$ cat src/rtl/divider_pkg.sv
// Shared types and constants for the RV32M iterative divider.
package div_pkg;

  localparam int unsigned XLEN          = 32;
  localparam int unsigned DIV_STEPS     = 32;
  localparam int unsigned CNT_W         = 5;
  localparam int unsigned CTRL_UNSIGNED = 0;
  localparam int unsigned CTRL_REM      = 1;

  localparam logic [XLEN-1:0] DIV0_Q       = 32'hFFFF_FFFF;
  localparam logic [XLEN-1:0] OVF_DIVIDEND = 32'h8000_0000;

  typedef enum logic [1:0] {
    IDLE,
    CALC,
    FIX
  } state_t;

  // Two's-complement magnitude when neg is set, passthrough otherwise.
  function automatic logic [XLEN-1:0] mag(input logic [XLEN-1:0] x, input logic neg);
    return neg ? XLEN'(-x) : x;
  endfunction

endpackage

$ cat src/rtl/divider_if.sv
// Issue/result bundle between the execute stage and the divider.
interface divider_if;
  import div_pkg::*;

  logic            start;
  logic            flush;
  logic [XLEN-1:0] a;
  logic [XLEN-1:0] b;
  logic [1:0]      ctrl;
  logic            busy;
  logic            valid;
  logic [XLEN-1:0] y;

  modport master (output start, flush, a, b, ctrl, input busy, valid, y);
  modport slave  (input start, flush, a, b, ctrl, output busy, valid, y);

endinterface

$ cat src/rtl/divider_step.sv
// One combinational restoring-division step: shift {r,q} left, subtract divisor if it fits.
module divider_step
  import div_pkg::*;
(
  input  logic [XLEN:0]   r,
  input  logic [XLEN-1:0] q,
  input  logic [XLEN-1:0] d,
  output logic [XLEN:0]   r_next,
  output logic [XLEN-1:0] q_next
);

  logic [XLEN+1:0] shifted;
  logic [XLEN+1:0] diff;

  always_comb begin
    shifted = {r, q[XLEN-1]};
    diff    = shifted - {2'b00, d};
    r_next  = (XLEN+1)'(shifted);
    q_next  = {q[XLEN-2:0], 1'b0};
    if (shifted >= {2'b00, d}) begin
      r_next    = (XLEN+1)'(diff);
      q_next[0] = 1'b1;
    end
  end

endmodule

$ cat src/rtl/divider.sv
// Iterative radix-2 DIV/DIVU/REM/REMU unit with start/valid handshake and flush.
// Build option: DIVIDER_EARLY_OUT_EN lets divide-by-zero and signed overflow skip CALC.
module divider
  import div_pkg::*;
(
  input  logic      clk,
  input  logic      rst_n,
  divider_if.slave  bus
);

  state_t           state;
  logic [CNT_W-1:0] cnt;
  logic [XLEN:0]    r;
  logic [XLEN-1:0]  q;
  logic [XLEN-1:0]  d;
  logic [XLEN-1:0]  a_q;
  logic             sign_q;
  logic             sign_r;
  logic             rem_op;
  logic             div0;
  logic             ovf;

  logic [XLEN:0]    r_nxt;
  logic [XLEN-1:0]  q_nxt;
  logic             is_signed_c;
  logic             div0_c;
  logic             ovf_c;
  logic [XLEN-1:0]  res_c;

  divider_step u_step (
    .r      (r),
    .q      (q),
    .d      (d),
    .r_next (r_nxt),
    .q_next (q_nxt)
  );

  // Operand classification at the accept edge.
  always_comb begin
    is_signed_c = ~bus.ctrl[CTRL_UNSIGNED];
    div0_c      = (bus.b == '0);
    ovf_c       = is_signed_c && (bus.a == OVF_DIVIDEND) && (bus.b == '1);
  end

  // Final result: RISC-V special cases take priority over the sign fix-up.
  always_comb begin
    res_c = '0;
    if (div0) begin
      res_c = rem_op ? a_q : DIV0_Q;
    end else if (ovf) begin
      res_c = rem_op ? '0 : OVF_DIVIDEND;
    end else if (rem_op) begin
      res_c = sign_r ? XLEN'(-r[XLEN-1:0]) : r[XLEN-1:0];
    end else begin
      res_c = sign_q ? XLEN'(-q) : q;
    end
  end

  always_ff @(posedge clk) begin
    if (!rst_n) begin
      state     <= IDLE;
      cnt       <= '0;
      r         <= '0;
      q         <= '0;
      d         <= '0;
      a_q       <= '0;
      sign_q    <= 1'b0;
      sign_r    <= 1'b0;
      rem_op    <= 1'b0;
      div0      <= 1'b0;
      ovf       <= 1'b0;
      bus.busy  <= 1'b0;
      bus.valid <= 1'b0;
      bus.y     <= '0;
    end else begin
      bus.valid <= 1'b0;
      case (state)
        IDLE: begin
          if (bus.start && !bus.flush) begin
            q        <= mag(bus.a, is_signed_c & bus.a[XLEN-1]);
            d        <= mag(bus.b, is_signed_c & bus.b[XLEN-1]);
            r        <= '0;
            a_q      <= bus.a;
            cnt      <= CNT_W'(DIV_STEPS - 1);
            sign_q   <= is_signed_c & (bus.a[XLEN-1] ^ bus.b[XLEN-1]);
            sign_r   <= is_signed_c & bus.a[XLEN-1];
            rem_op   <= bus.ctrl[CTRL_REM];
            div0     <= div0_c;
            ovf      <= ovf_c;
            bus.busy <= 1'b1;
`ifdef DIVIDER_EARLY_OUT_EN
            state    <= (div0_c || ovf_c) ? FIX : CALC;
`else
            state    <= CALC;
`endif
          end
        end
        CALC: begin
          if (bus.flush) begin
            state    <= IDLE;
            bus.busy <= 1'b0;
          end else begin
            r   <= r_nxt;
            q   <= q_nxt;
            cnt <= cnt - CNT_W'(1);
            if (cnt == '0) state <= FIX;
          end
        end
        FIX: begin
          state    <= IDLE;
          bus.busy <= 1'b0;
          if (!bus.flush) begin
            bus.y     <= res_c;
            bus.valid <= 1'b1;
          end
        end
        default: begin
          state    <= IDLE;
          bus.busy <= 1'b0;
        end
      endcase
    end
  end

endmodule
$ cat src/flat_wrapper.sv
// flat-port wrapper written by rule: the top's interface ports become plain ports
module divider_flat import div_pkg::*;
  (clk, rst_n, bus_start, bus_flush, bus_a, bus_b, bus_ctrl, bus_busy, bus_valid, bus_y);
  divider_if bus_i ();
  input  logic clk;
  input  logic rst_n;
  input wire logic [$bits(bus_i.start)-1:0] bus_start;
  input wire logic [$bits(bus_i.flush)-1:0] bus_flush;
  input wire logic [$bits(bus_i.a)-1:0] bus_a;
  input wire logic [$bits(bus_i.b)-1:0] bus_b;
  input wire logic [$bits(bus_i.ctrl)-1:0] bus_ctrl;
  output wire logic [$bits(bus_i.busy)-1:0] bus_busy;
  output wire logic [$bits(bus_i.valid)-1:0] bus_valid;
  output wire logic [$bits(bus_i.y)-1:0] bus_y;
  assign bus_i.start = bus_start;
  assign bus_i.flush = bus_flush;
  assign bus_i.a = bus_a;
  assign bus_i.b = bus_b;
  assign bus_i.ctrl = bus_ctrl;
  assign bus_busy = bus_i.busy;
  assign bus_valid = bus_i.valid;
  assign bus_y = bus_i.y;
  divider u_core (.clk(clk), .rst_n(rst_n), .bus(bus_i));
endmodule
$ cat config.mk
export PLATFORM = sky130hd
export DESIGN_NAME = divider_flat
export DESIGN_NICKNAME = d
export VERILOG_FILES = /design/src/rtl/divider_pkg.sv /design/src/rtl/divider_if.sv /design/src/rtl/divider_step.sv /design/src/rtl/divider.sv /design/src/flat_wrapper.sv
export SDC_FILE = /design/constraint.sdc
export NUM_CORES = 1
export LEC_CHECK = 0
export CORE_AREA = 2 2 175 177
export DETAILED_ROUTE_END_ITERATION = 8
export DIE_AREA = 0 0 177 179
export GPL_ROUTABILITY_DRIVEN = 0
export PLACE_DENSITY = 0.68
export SYNTH_ARGS = -nofsm -noshare
export SYNTH_HDL_FRONTEND = slang
export SYNTH_SLANG_ARGS = --single-unit
$ cat constraint.sdc
create_clock -name clk -period 6.5 [get_ports clk]
set_input_delay 1.3 -clock clk [delete_from_list [all_inputs] [get_ports clk]]
set_output_delay 1.3 -clock clk [all_outputs]
set_load 0.005 [all_outputs]
==> impl_metrics.json <==
{
  "fin_crit_ns": 3.87,
  "boundaryPins": 104,
  "finalNonFillerCells": 2018,
  "fillers": 3001,
  "post-route-period-util": 0.595,
  "maxCapViolCount": 0,
  "drt_iter0_drc": 1098,
  "hold_viol": 0,
  "total_power_mw": 2.75,
  "worst_clock_skew_ns": 0.0118,
  "holdPathStages": 2,
  "power.switching_uw": 885,
  "yosys_most_used_dff": "dfxtp_1",
  "die_x_um": 177,
  "worstPathRequired_ns": 6.88,
  "routedWlPerCell_um": 17.9,
  "grt_pass1_vias": 10600,
  "num_rows": 64,
  "cp_data_arrival_time_ns": 4.24,
  "placed_area_sq_um": 13000,
  "hpwlAfterDp_um": 27100,
  "report.final.slew_viol_count": 0,
  "nets": 1720,
  "path_clk_slew_ns": 0.08,
  "drive_gt1_frac": 0.0425,
  "synth_cell_types": 78,
  "cp.depth": 9,
  "ys_seq_elements": 175,
  "holdWs_ns": 0.455,
  "cts.repair.resized": 0,
  "fin_setup_tns_ns": 0,
  "ant_nets": 0,
  "firstDrtPassIters": 8,
  "power_leakage_nw": 5.03,
  "worstPathMaxFanout": 6,
  "fin_area_sq_um": 13600,
  "p_int_mw": 1.87,
  "hp-class": "register to register",
  "pre_cts_slack_ns": 2.24,
  "pwr-share-comb": 0.205,
  "p_seq_frac": 0.423,
  "sw_frac_of_total": 0.322,
  "final_common_cell": "nand2_1",
  "p_per_area_nw_per_um2": 203,
  "core-area_sq_um": 30000,
  "numCtsBuffers": 17,
  "setup_violations": 0,
  "worstSetupEndpointType": "register",
  "max_slew.worst_pin.slew_ns": 1.13,
  "status": "completed",
  "synth_edf_count": 0,
  "clkLatencyLatePin_ns": 0.45,
  "worstPathCellList": "clkdlybuf4s50_1 > nor4_1 > nand3_1 > or4_1 > or2_2 > o31ai_4 > xnor2_1 > nand2_1 > a21oi_1",
  "h-tree-depth": 4,
  "clock-sinks": 175,
  "n_antenna_cell": 0,
  "cts_tree": "yes",
  "multiInputGateArea_sq_um": 7630,
  "peakVddDrop_uv": 130,
  "slew_headroom": 0.246,
  "viasPerCell": 5.84,
  "die_h_um": 179,
  "critPathBufInv": 1,
  "clk_path_buf_depth": 2,
  "seq_area_sq_um": 3500,
  "port-buffer-count": 103,
  "async_flop_share": 0,
  "start_util": 0.391,
  "rsz0062_at_grt": "no",
  "rrSetupSlack_ns": 2.97,
  "grt_max_degree": 67,
  "antenna_found_initial": 0,
  "syn_nets": 1687,
  "cts_hold_buf": 0,
  "max_stage_delay_ns": 0.77,
  "root_buffer": "clkbuf_16",
  "final_cell_mix": "217 x nand2_1, 175 x dfxtp_1, 153 x a21oi_1, 136 x o21ai_0, 121 x nor2_1",
  "crit_path_start_kind": "primary input",
  "synthCells": 1577,
  "postCtsSetupRepairBufs": 0,
  "yosysSeqAreaShare": 0.298,
  "setup_ws_ns": 2.63,
  "final_util": 0.452,
  "grt-ovfl-total": 0,
  "die-area_sq_um": 31700,
  "drcViolationCount": 0,
  "crit_family": "simple AND/OR/NAND/NOR gates",
  "grt_pass1_wl_um": 56600,
  "critical-path-slowest-cell": "nor4_1",
  "wirelength_um": 36100,
  "num_vias": 11800,
  "avgSynthCellArea_sq_um": 7.45,
  "reg2regPathDepth": 12,
  "fmax_mhz": 259,
  "critPathKind": "primary input to register",
  "synth_warnings": 0,
  "dp.cells": 1987,
  "synthToLayoutAreaGrowth_pct": 15.4,
  "syn-cell-area_sq_um": 11700,
  "grt_use_total": 0.226,
  "clkPwrFrac": 0.372
}
final timing paths:
check                start       endpoint
min reg2reg  u_core.a_q[0]  u_core.a_q[0]
max reg2reg   u_core.q[31]   u_core.r[24]
min          u_core.a_q[0]  u_core.a_q[0]
max               bus_a[2]   u_core.q[30]
cell usage after synthesis, types with 4 or more instances:
library cell | n | area share
nand2_1 | 217 | 0.069
dfxtp_1 | 175 | 0.30
a21oi_1 | 153 | 0.065
o21ai_0 | 136 | 0.058
nor2_1 | 124 | 0.040
clkbuf_1 | 87 | 0.028
xor2_1 | 74 | 0.055
xnor2_1 | 66 | 0.049
inv_1 | 56 | 0.018
ha_1 | 39 | 0.042
a211oi_1 | 35 | 0.022
a22oi_1 | 29 | 0.019
nor3_1 | 27 | 0.012
o31ai_1 | 27 | 0.017
nand3_1 | 23 | 0.0098
nor4_1 | 23 | 0.012
mux2i_1 | 19 | 0.016
a31oi_1 | 18 | 0.0096
nand4_1 | 18 | 0.0096
o22ai_1 | 17 | 0.0091
o41ai_1 | 17 | 0.013
or3_1 | 17 | 0.0091
a21o_1 | 14 | 0.0089
nand2b_1 | 13 | 0.0069
or4_1 | 12 | 0.0077
buf_2 | 10 | 0.0043
o21ai_1 | 10 | 0.0043
and3_1 | 8 | 0.0043
nor2b_1 | 8 | 0.0043
o211ai_1 | 8 | 0.0051
o21a_1 | 8 | 0.0051
a311oi_1 | 6 | 0.0045
a32oi_1 | 6 | 0.0045
o221ai_1 | 5 | 0.0037
a221oi_1 | 4 | 0.0030
and2_1 | 4 | 0.0021
kinds of logic (layout without fill, tap and decap cells):
kind of cell / count (synthesis) / in the layout / synth area share
compound gates: 524 / 524 / 0.278
simple gates: 519 / 519 / 0.205
xor+xnor: 140 / 140 / 0.104
flops: 175 / 175 / 0.298
mux: 20 / 20 / 0.0175
fa+ha+maj: 40 / 40 / 0.0432
buf+inv: 159 / 204 / 0.0531
routing by layer:
| layer | GRT usage | up-vias | share of wire |
|---|---|---|---|
| met5 | 0 | - | 0 |
| met4 | 0.0854 | 0 | 0.030 |
| met3 | 0.0324 | 60 | 0.058 |
| met2 | 0.359 | 417 | 0.45 |
| met1 | 0.308 | 5537 | 0.46 |
| li1 | - | 5769 | - |
sequential cells by signal (all words and copies together) (netlist names):
name and cells:
u_core.r 33, u_core.a_q 32, u_core.bus.y 32, u_core.d 32, u_core.q 32, u_core.cnt 5, u_core.state 2, u_core.bus.busy 1
u_core.bus.valid 1, u_core.div0 1, u_core.ovf 1, u_core.rem_op 1, u_core.sign_q 1, u_core.sign_r 1
worst reg2reg max path: stages (launching register included):
cell	delay, ns
dfxtp_1	0.38
inv_1	0.17
ha_1	0.20
inv_1	0.06
fa_1	0.41
a21oi_1	0.23
o21ai_0	0.18
a211oi_1	0.40
o21a_1	0.22
or4_1	0.24
and2_4	0.50
nand2b_4	0.31
o21ai_0	0.12
power groups by stage:
stage / registers [mW] / logic (mW) / clock network, mW
6_report: 1.16 / 0.563 / 1.02
5_1_grt: 1.17 / 0.622 / 1.07
4_1_cts: 1.16 / 0.557 / 1.03
3_5_place_dp: 1.19 / 0.554 / 0
3_3_place_gp: 1.18 / 0.548 / 0
2_1_floorplan: 1.16 / 0.398 / 0
cell type report:
class                      instances  area share
sequential                       175       0.258
clock buffer                      18      0.0324
timing repair buffer             116      0.0832
clock inverter                    13      0.0104
inverter                          57      0.0159
tap                              396      0.0365
multi-input combinational       1243       0.563
(Power assumes the default switching activity.)
